`src/rtl/cache_controller_pkg.sv`:
```
// Shared definitions for the direct-mapped write-through cache controller.
package cache_controller_pkg;

  localparam int INDEX_BITS_DEFAULT = 6;

  typedef enum logic [1:0] {
    IDLE       = 2'd0,
    READ_MISS  = 2'd1,
    WRITE_THRU = 2'd2
  } state_e;

endpackage

```
`src/rtl/cache_array.sv`:
```
// Valid/tag/data storage: one synchronous write port, one combinational read port.
module cache_array #(
  parameter int INDEX_BITS = 6,
  parameter int TAG_W      = 32 - INDEX_BITS - 2
) (
  input  logic                  clk,
  input  logic                  rst_n,
  input  logic [INDEX_BITS-1:0] rd_index_i,
  output logic                  rd_valid_o,
  output logic [TAG_W-1:0]      rd_tag_o,
  output logic [31:0]           rd_data_o,
  input  logic                  we_i,
  input  logic [INDEX_BITS-1:0] wr_index_i,
  input  logic [TAG_W-1:0]      wr_tag_i,
  input  logic [31:0]           wr_data_i
);

  localparam int LINES = 1 << INDEX_BITS;

  logic [LINES-1:0] valid_q;
  logic [TAG_W-1:0] tag_q  [LINES];
  logic [31:0]      data_q [LINES];

  // Only the valid bits need reset; stale tags/data are masked by valid.
  always_ff @(posedge clk or negedge rst_n) begin
    if (!rst_n) begin
      valid_q <= '0;
    end else if (we_i) begin
      valid_q[wr_index_i] <= 1'b1;
    end
  end

  always_ff @(posedge clk) begin
    if (we_i) begin
      tag_q[wr_index_i]  <= wr_tag_i;
      data_q[wr_index_i] <= wr_data_i;
    end
  end

  assign rd_valid_o = valid_q[rd_index_i];
  assign rd_tag_o   = tag_q[rd_index_i];
  assign rd_data_o  = data_q[rd_index_i];

endmodule

```
`src/rtl/cache_controller.sv`:
```
// Direct-mapped, one-word-line cache between the MEM stage and an SRAM controller.
// Write-through, no-write-allocate; read hits complete combinationally.
module cache_controller
  import cache_controller_pkg::*;
#(
  parameter int INDEX_BITS = INDEX_BITS_DEFAULT
) (
  input  logic        clk,
  input  logic        rst,
  input  logic        MEM_R_EN,
  input  logic        MEM_W_EN,
  input  logic [31:0] address,
  input  logic [31:0] writeData,
  output logic [31:0] readData,
  output logic        ready,
  output logic        sram_r_en,
  output logic        sram_w_en,
  output logic [31:0] sram_address,
  output logic [31:0] sram_wdata,
  input  logic [31:0] sram_readData,
  input  logic        sram_ready
);

  localparam int TAG_W = 32 - INDEX_BITS - 2;

  state_e state_q, state_d;
  logic   done_q, done_d;

  logic [INDEX_BITS-1:0] index;
  logic [TAG_W-1:0]      tag;
  logic                  line_valid;
  logic [TAG_W-1:0]      line_tag;
  logic [31:0]           line_data;
  logic                  hit;
  logic                  is_write;

  logic        arr_we;
  logic [31:0] arr_wdata;
  logic        r_en, w_en;

  assign index    = address[INDEX_BITS+1:2];
  assign tag      = address[31:INDEX_BITS+2];
  assign hit      = line_valid && (line_tag == tag);
  assign is_write = MEM_W_EN;

  cache_array #(
    .INDEX_BITS (INDEX_BITS),
    .TAG_W      (TAG_W)
  ) u_array (
    .clk        (clk),
    .rst_n      (rst),
    .rd_index_i (index),
    .rd_valid_o (line_valid),
    .rd_tag_o   (line_tag),
    .rd_data_o  (line_data),
    .we_i       (arr_we),
    .wr_index_i (index),
    .wr_tag_i   (tag),
    .wr_data_i  (arr_wdata)
  );

  // done_q marks the cycle after an SRAM completion, when no new SRAM request may start.
  always_ff @(posedge clk or negedge rst) begin
    if (!rst) begin
      state_q <= IDLE;
      done_q  <= 1'b0;
    end else begin
      state_q <= state_d;
      done_q  <= done_d;
    end
  end

  always_comb begin
    state_d   = state_q;
    ready     = 1'b1;
    readData  = 32'd0;
    r_en      = 1'b0;
    w_en      = 1'b0;
    arr_we    = 1'b0;
    arr_wdata = sram_readData;
    done_d    = (state_q != IDLE) && sram_ready;
    case (state_q)
      IDLE: begin
        if (is_write) begin
          ready = 1'b0;
          if (!done_q) begin
            w_en    = 1'b1;
            state_d = WRITE_THRU;
          end
        end else if (MEM_R_EN) begin
          if (hit) begin
            readData = line_data;
          end else begin
            ready = 1'b0;
            if (!done_q) begin
              r_en    = 1'b1;
              state_d = READ_MISS;
            end
          end
        end
      end
      READ_MISS: begin
        r_en  = 1'b1;
        ready = sram_ready;
        if (sram_ready) begin
          readData = sram_readData;
          arr_we   = 1'b1;
          state_d  = IDLE;
        end
      end
      WRITE_THRU: begin
        w_en      = 1'b1;
        ready     = sram_ready;
        arr_wdata = writeData;
        if (sram_ready) begin
          arr_we  = hit;
          state_d = IDLE;
        end
      end
      default: begin
        state_d = IDLE;
      end
    endcase
  end

  // Reset must silence the SRAM even while a request is still presented.
  assign sram_r_en    = r_en & rst;
  assign sram_w_en    = w_en & rst;
  assign sram_address = address;
  assign sram_wdata   = writeData;

endmodule
```
`config.mk`:
```
export PLATFORM = sky130hd
export DESIGN_NAME = cache_controller
export DESIGN_NICKNAME = d
export VERILOG_FILES = /design/src/rtl/cache_controller_pkg.sv /design/src/rtl/cache_array.sv /design/src/rtl/cache_controller.sv
export SDC_FILE = /design/constraint.sdc
export NUM_CORES = 2
export LEC_CHECK = 0
export ABC_CLOCK_PERIOD_IN_PS = 8050
export CAP_MARGIN = 40
export CORE_ASPECT_RATIO = 0.9
export CORE_MARGIN = 3
export CORE_UTILIZATION = 40
export CTS_BUF_LIST = sky130_fd_sc_hd__clkbuf_2 sky130_fd_sc_hd__clkbuf_4 sky130_fd_sc_hd__clkbuf_8
export DETAILED_ROUTE_END_ITERATION = 8
export GPL_ROUTABILITY_DRIVEN = 0
export HOLD_SLACK_MARGIN = 0.05
export RECOVER_POWER = 50
export SLEW_MARGIN = 15
export SYNTH_ARGS = -nofsm -noshare
export SYNTH_HDL_FRONTEND = slang
export SYNTH_SLANG_ARGS = --single-unit
```
`constraint.sdc`:
```
create_clock -name clk -period 8.05 [get_ports clk]
set_input_delay 0.805 -clock clk [delete_from_list [all_inputs] [get_ports clk]]
set_output_delay 0.805 -clock clk [all_outputs]
set_load 0.02 [all_outputs]
```
==> results.txt <==
Setup bufs post-CTS: 0
Area added between synthesis and finish: 15.7%
Sink Count: 3,651
Maximum capacitance violations: 56
Fraction of layout instances using a drive strength above 1: 0.229
Mean routed wirelength per cell: 38.7 µm
Number of endpoints with negative hold slack in the final report: 0
R2r worst-path depth: 5
Detail Placement HPWL: 295,000 µm
Initial Utilization: 0.403
Outcome: complete, but fails checks
Critical path startpoint category: input pin
Row count: 205
Core Footprint: 348,000 µm²
RSZ-0062 raised after global routing: false
Combined global-route utilization of all metal layers: 0.282
Number of global-route vias before repair: 83,800
Worst-Skew Late Latency: 1210 ps
Final setup fails: 0
Final design area excluding fillers: 162,000 µm²
Clock slew at the register clock pins of the worst setup and hold paths: 50 ps
Tightest slew margin relative to the limit: -1.37
Required time of the critical path: 7240 ps
Flip-flop cell with the highest count after synthesis: sky130_fd_sc_hd__edfxtp_1
Timing-limited maximum frequency: 127 MHz
Ports: 200
Final cycle utilization of the critical path: 0.979
Wire length of the first global-routing pass: 704,000 µm
Wirelength, routed: 521,000 µm
Synth warn: 0
CTS Buffer Depth: 4
Count of buffers inserted at the top-level ports: 195
Cell with the most instances after synthesis: sky130_fd_sc_hd__edfxtp_1
Total power per unit cell area: 255 nW/µm²
Worst-path maximum fanout: 66
Cell types with the highest counts after synthesis: sky130_fd_sc_hd__edfxtp_1, sky130_fd_sc_hd__o22ai_1, sky130_fd_sc_hd__mux2i_1, sky130_fd_sc_hd__clkbuf_1, sky130_fd_sc_hd__mux2_2
Die area: 358,000 µm²
Drt pass-1 iters: 8
Measured slew at the worst slew-check pin: 3550 ps
TritonCTS Buffers: 594
Top-area cell type share of the netlist area: 0.767
Number of antenna violations at the first check in global routing: 34
Count of placed standard cells including taps: 12,400
Worst path setup slack after routing: 168 ps
Drt via density: 6.49
Critical path capture point: readData[15]
Cells after Synth: 7,619
Sequential-to-total area share from yosys stat: 0.779
Worst R2R Setup Slack: 2050 ps
Cell type with the largest total area after synthesis: sky130_fd_sc_hd__edfxtp_1
CTS HTree Levels: 6
Leakage power figure: 52.2 nW
Worst-case hold slack: 329 ps
Number of flops mapped to enable cells by yosys: 3,584
Violations in the final reports: capacitance limit, slew limit
Post-Route Skew: 79.8 ps
Width of the die: 630 µm
Largest net degree at the start of global routing: 104
Non-filler instance count after layout: 13,400
Initial detailed-routing violation count: 15,500
Setup_tns: 0 ps
Filler Cells Inserted: 29,300
Hold buffers post-CTS: 7
Path type of the worst min-delay path: input pin to register
Nets: 8,411
Post-synth ARST share: 0.0184
Clock tree from TritonCTS: built
Combined area of all synthesized cells: 140,000 µm²
CTS-repair resized insts: 0
Worst supply voltage drop on vdd: 0.000169 V
Reg-to-reg critical path endpoint: u_array.valid_q[15]$_DFFE_PN0P_
Placed Instance Area: 151,000 µm²
Total design power: 41.5 mW
Launch point of the worst path: address[10]
Antenna Violating Nets Remaining: 0
Reg-to-Reg Start: state_q[1]$_DFFE_PN0P_
Post-layout utilization of the core: 0.467
Yosys reg bits: 3,651
Height of the die: 568 µm
Max Transition Viols Final: 3,275
Number of library cell types mapped by synthesis: 90
DRC violation count after routing: 0
Arrival time reported for the critical path endpoint: 7080 ps
Final critical-path required period: 7880 ps
Synthesized area per cell: 18.4 µm²
Total global routing overflow: 0
Worst setup timing slack at the placement stage: 352 ps
CTS root buf: sky130_fd_sc_hd__clkbuf_8
Critical Path Sink Type: primary output
Synthesized Nets: 7,724
Largest cells by area after synthesis: sky130_fd_sc_hd__edfxtp_1, sky130_fd_sc_hd__mux4_2, sky130_fd_sc_hd__mux2i_1, sky130_fd_sc_hd__o22ai_1, sky130_fd_sc_hd__mux2_2
Critical path class: input pin to primary output
Total vias in the final route: 87,300
==> how the worst min path moves through the flow <==
stage                               startpoint                               to  slack [ps]  cells after the start
6_report                           address[31]   u_array.tag_q[4][23]$_DFFE_PP_         330                      2
3_3_place_gp   u_array.valid_q[60]$_DFFE_PN0P_  u_array.valid_q[60]$_DFFE_PN0P_         440                      1
2_1_floorplan  u_array.valid_q[31]$_DFFE_PN0P_  u_array.valid_q[31]$_DFFE_PN0P_         440                      1
4_1_cts                            address[22]  u_array.tag_q[28][14]$_DFFE_PP_          80                      2
3_5_place_dp   u_array.valid_q[62]$_DFFE_PN0P_  u_array.valid_q[62]$_DFFE_PN0P_         450                      1
5_1_grt                            address[31]   u_array.tag_q[4][23]$_DFFE_PP_         330                      2
==> area by class of cell <==
cell class	count	area, µm²	area share
antenna	23	57.6	0.000355
clock buffer	807	9830	0.0606
clock inverter	249	1710	0.0105
inverter	12	55.1	0.000339
multi-input combinational	3357	28400	0.175
sequential	3651	109000	0.673
tap	4657	5830	0.0359
timing repair buffer	690	7160	0.0441
==> cell usage in the layout, fill, tap and decap left out, types with 94 or more instances in the layout <==
cell type,Yosys,layout
sky130_fd_sc_hd__o22ai_1,629,629
sky130_fd_sc_hd__edfxtp_1,3584,3584
sky130_fd_sc_hd__clkinv_1,0,132
sky130_fd_sc_hd__o221ai_1,176,176
sky130_fd_sc_hd__a21oi_1,151,151
sky130_fd_sc_hd__buf_4,107,277
sky130_fd_sc_hd__a221oi_1,94,94
sky130_fd_sc_hd__clkbuf_4,0,204
sky130_fd_sc_hd__clkbuf_8,0,603
sky130_fd_sc_hd__clkdlybuf4s50_1,0,155
sky130_fd_sc_hd__nand2_1,170,159
sky130_fd_sc_hd__o21ai_0,138,137
sky130_fd_sc_hd__a22oi_1,166,166
sky130_fd_sc_hd__mux2i_1,428,428
sky130_fd_sc_hd__mux4_2,197,197
sky130_fd_sc_hd__nor2_1,160,155
sky130_fd_sc_hd__buf_12,0,140
sky130_fd_sc_hd__mux2_2,258,236
==> cell families (layout without fill, tap and decap cells) <==
group	Yosys count	in the layout	share of synthesized area
compound gates	1704	1704	0.0853
xor+xnor	8	8	0.000499
fa+ha+maj	4	4	0.000357
buf+inv	611	1758	0.0215
flops	3651	3651	0.779
mux	892	892	0.0845
other cells	0	23	0
simple gates	749	749	0.0290
==> flip-flops by register name, indices dropped and copies added (netlist names) <==
signal	count
done_q	1
state_q	2
u_array.data_q	2048
u_array.tag_q	1536
u_array.valid_q	64
==> routing by layer <==
layer	wire (µm)	vias up	GRT usage
li1	-	33300	-
met3	70500	1413	0.0750
met4	29600	18	0.141
met5	113	-	0
met2	230000	7412	0.419
met1	191000	45200	0.384
==> where the power goes <==
| group | internal, mW | switching (mW) | total [mW] |
|---|---|---|---|
| Sequential | 22.0 | 0.0275 | 22.0 |
| Clock | 8.28 | 7.64 | 15.9 |
| Combinational | 0.830 | 2.73 | 3.56 |
| Total | 31.1 | 10.4 | 41.5 |
==> critical path, cell delays in order <==
cell,delay (ps)
sky130_fd_sc_hd__buf_2,70
sky130_fd_sc_hd__clkbuf_1,2140
sky130_fd_sc_hd__xnor2_1,750
sky130_fd_sc_hd__nor4b_1,570
sky130_fd_sc_hd__nand4_1,730
sky130_fd_sc_hd__buf_4,420
sky130_fd_sc_hd__or2_2,470
sky130_fd_sc_hd__o21ai_0,340
sky130_fd_sc_hd__clkdlybuf4s50_1,680
Note: power is estimated with default switching activity, not from simulation.
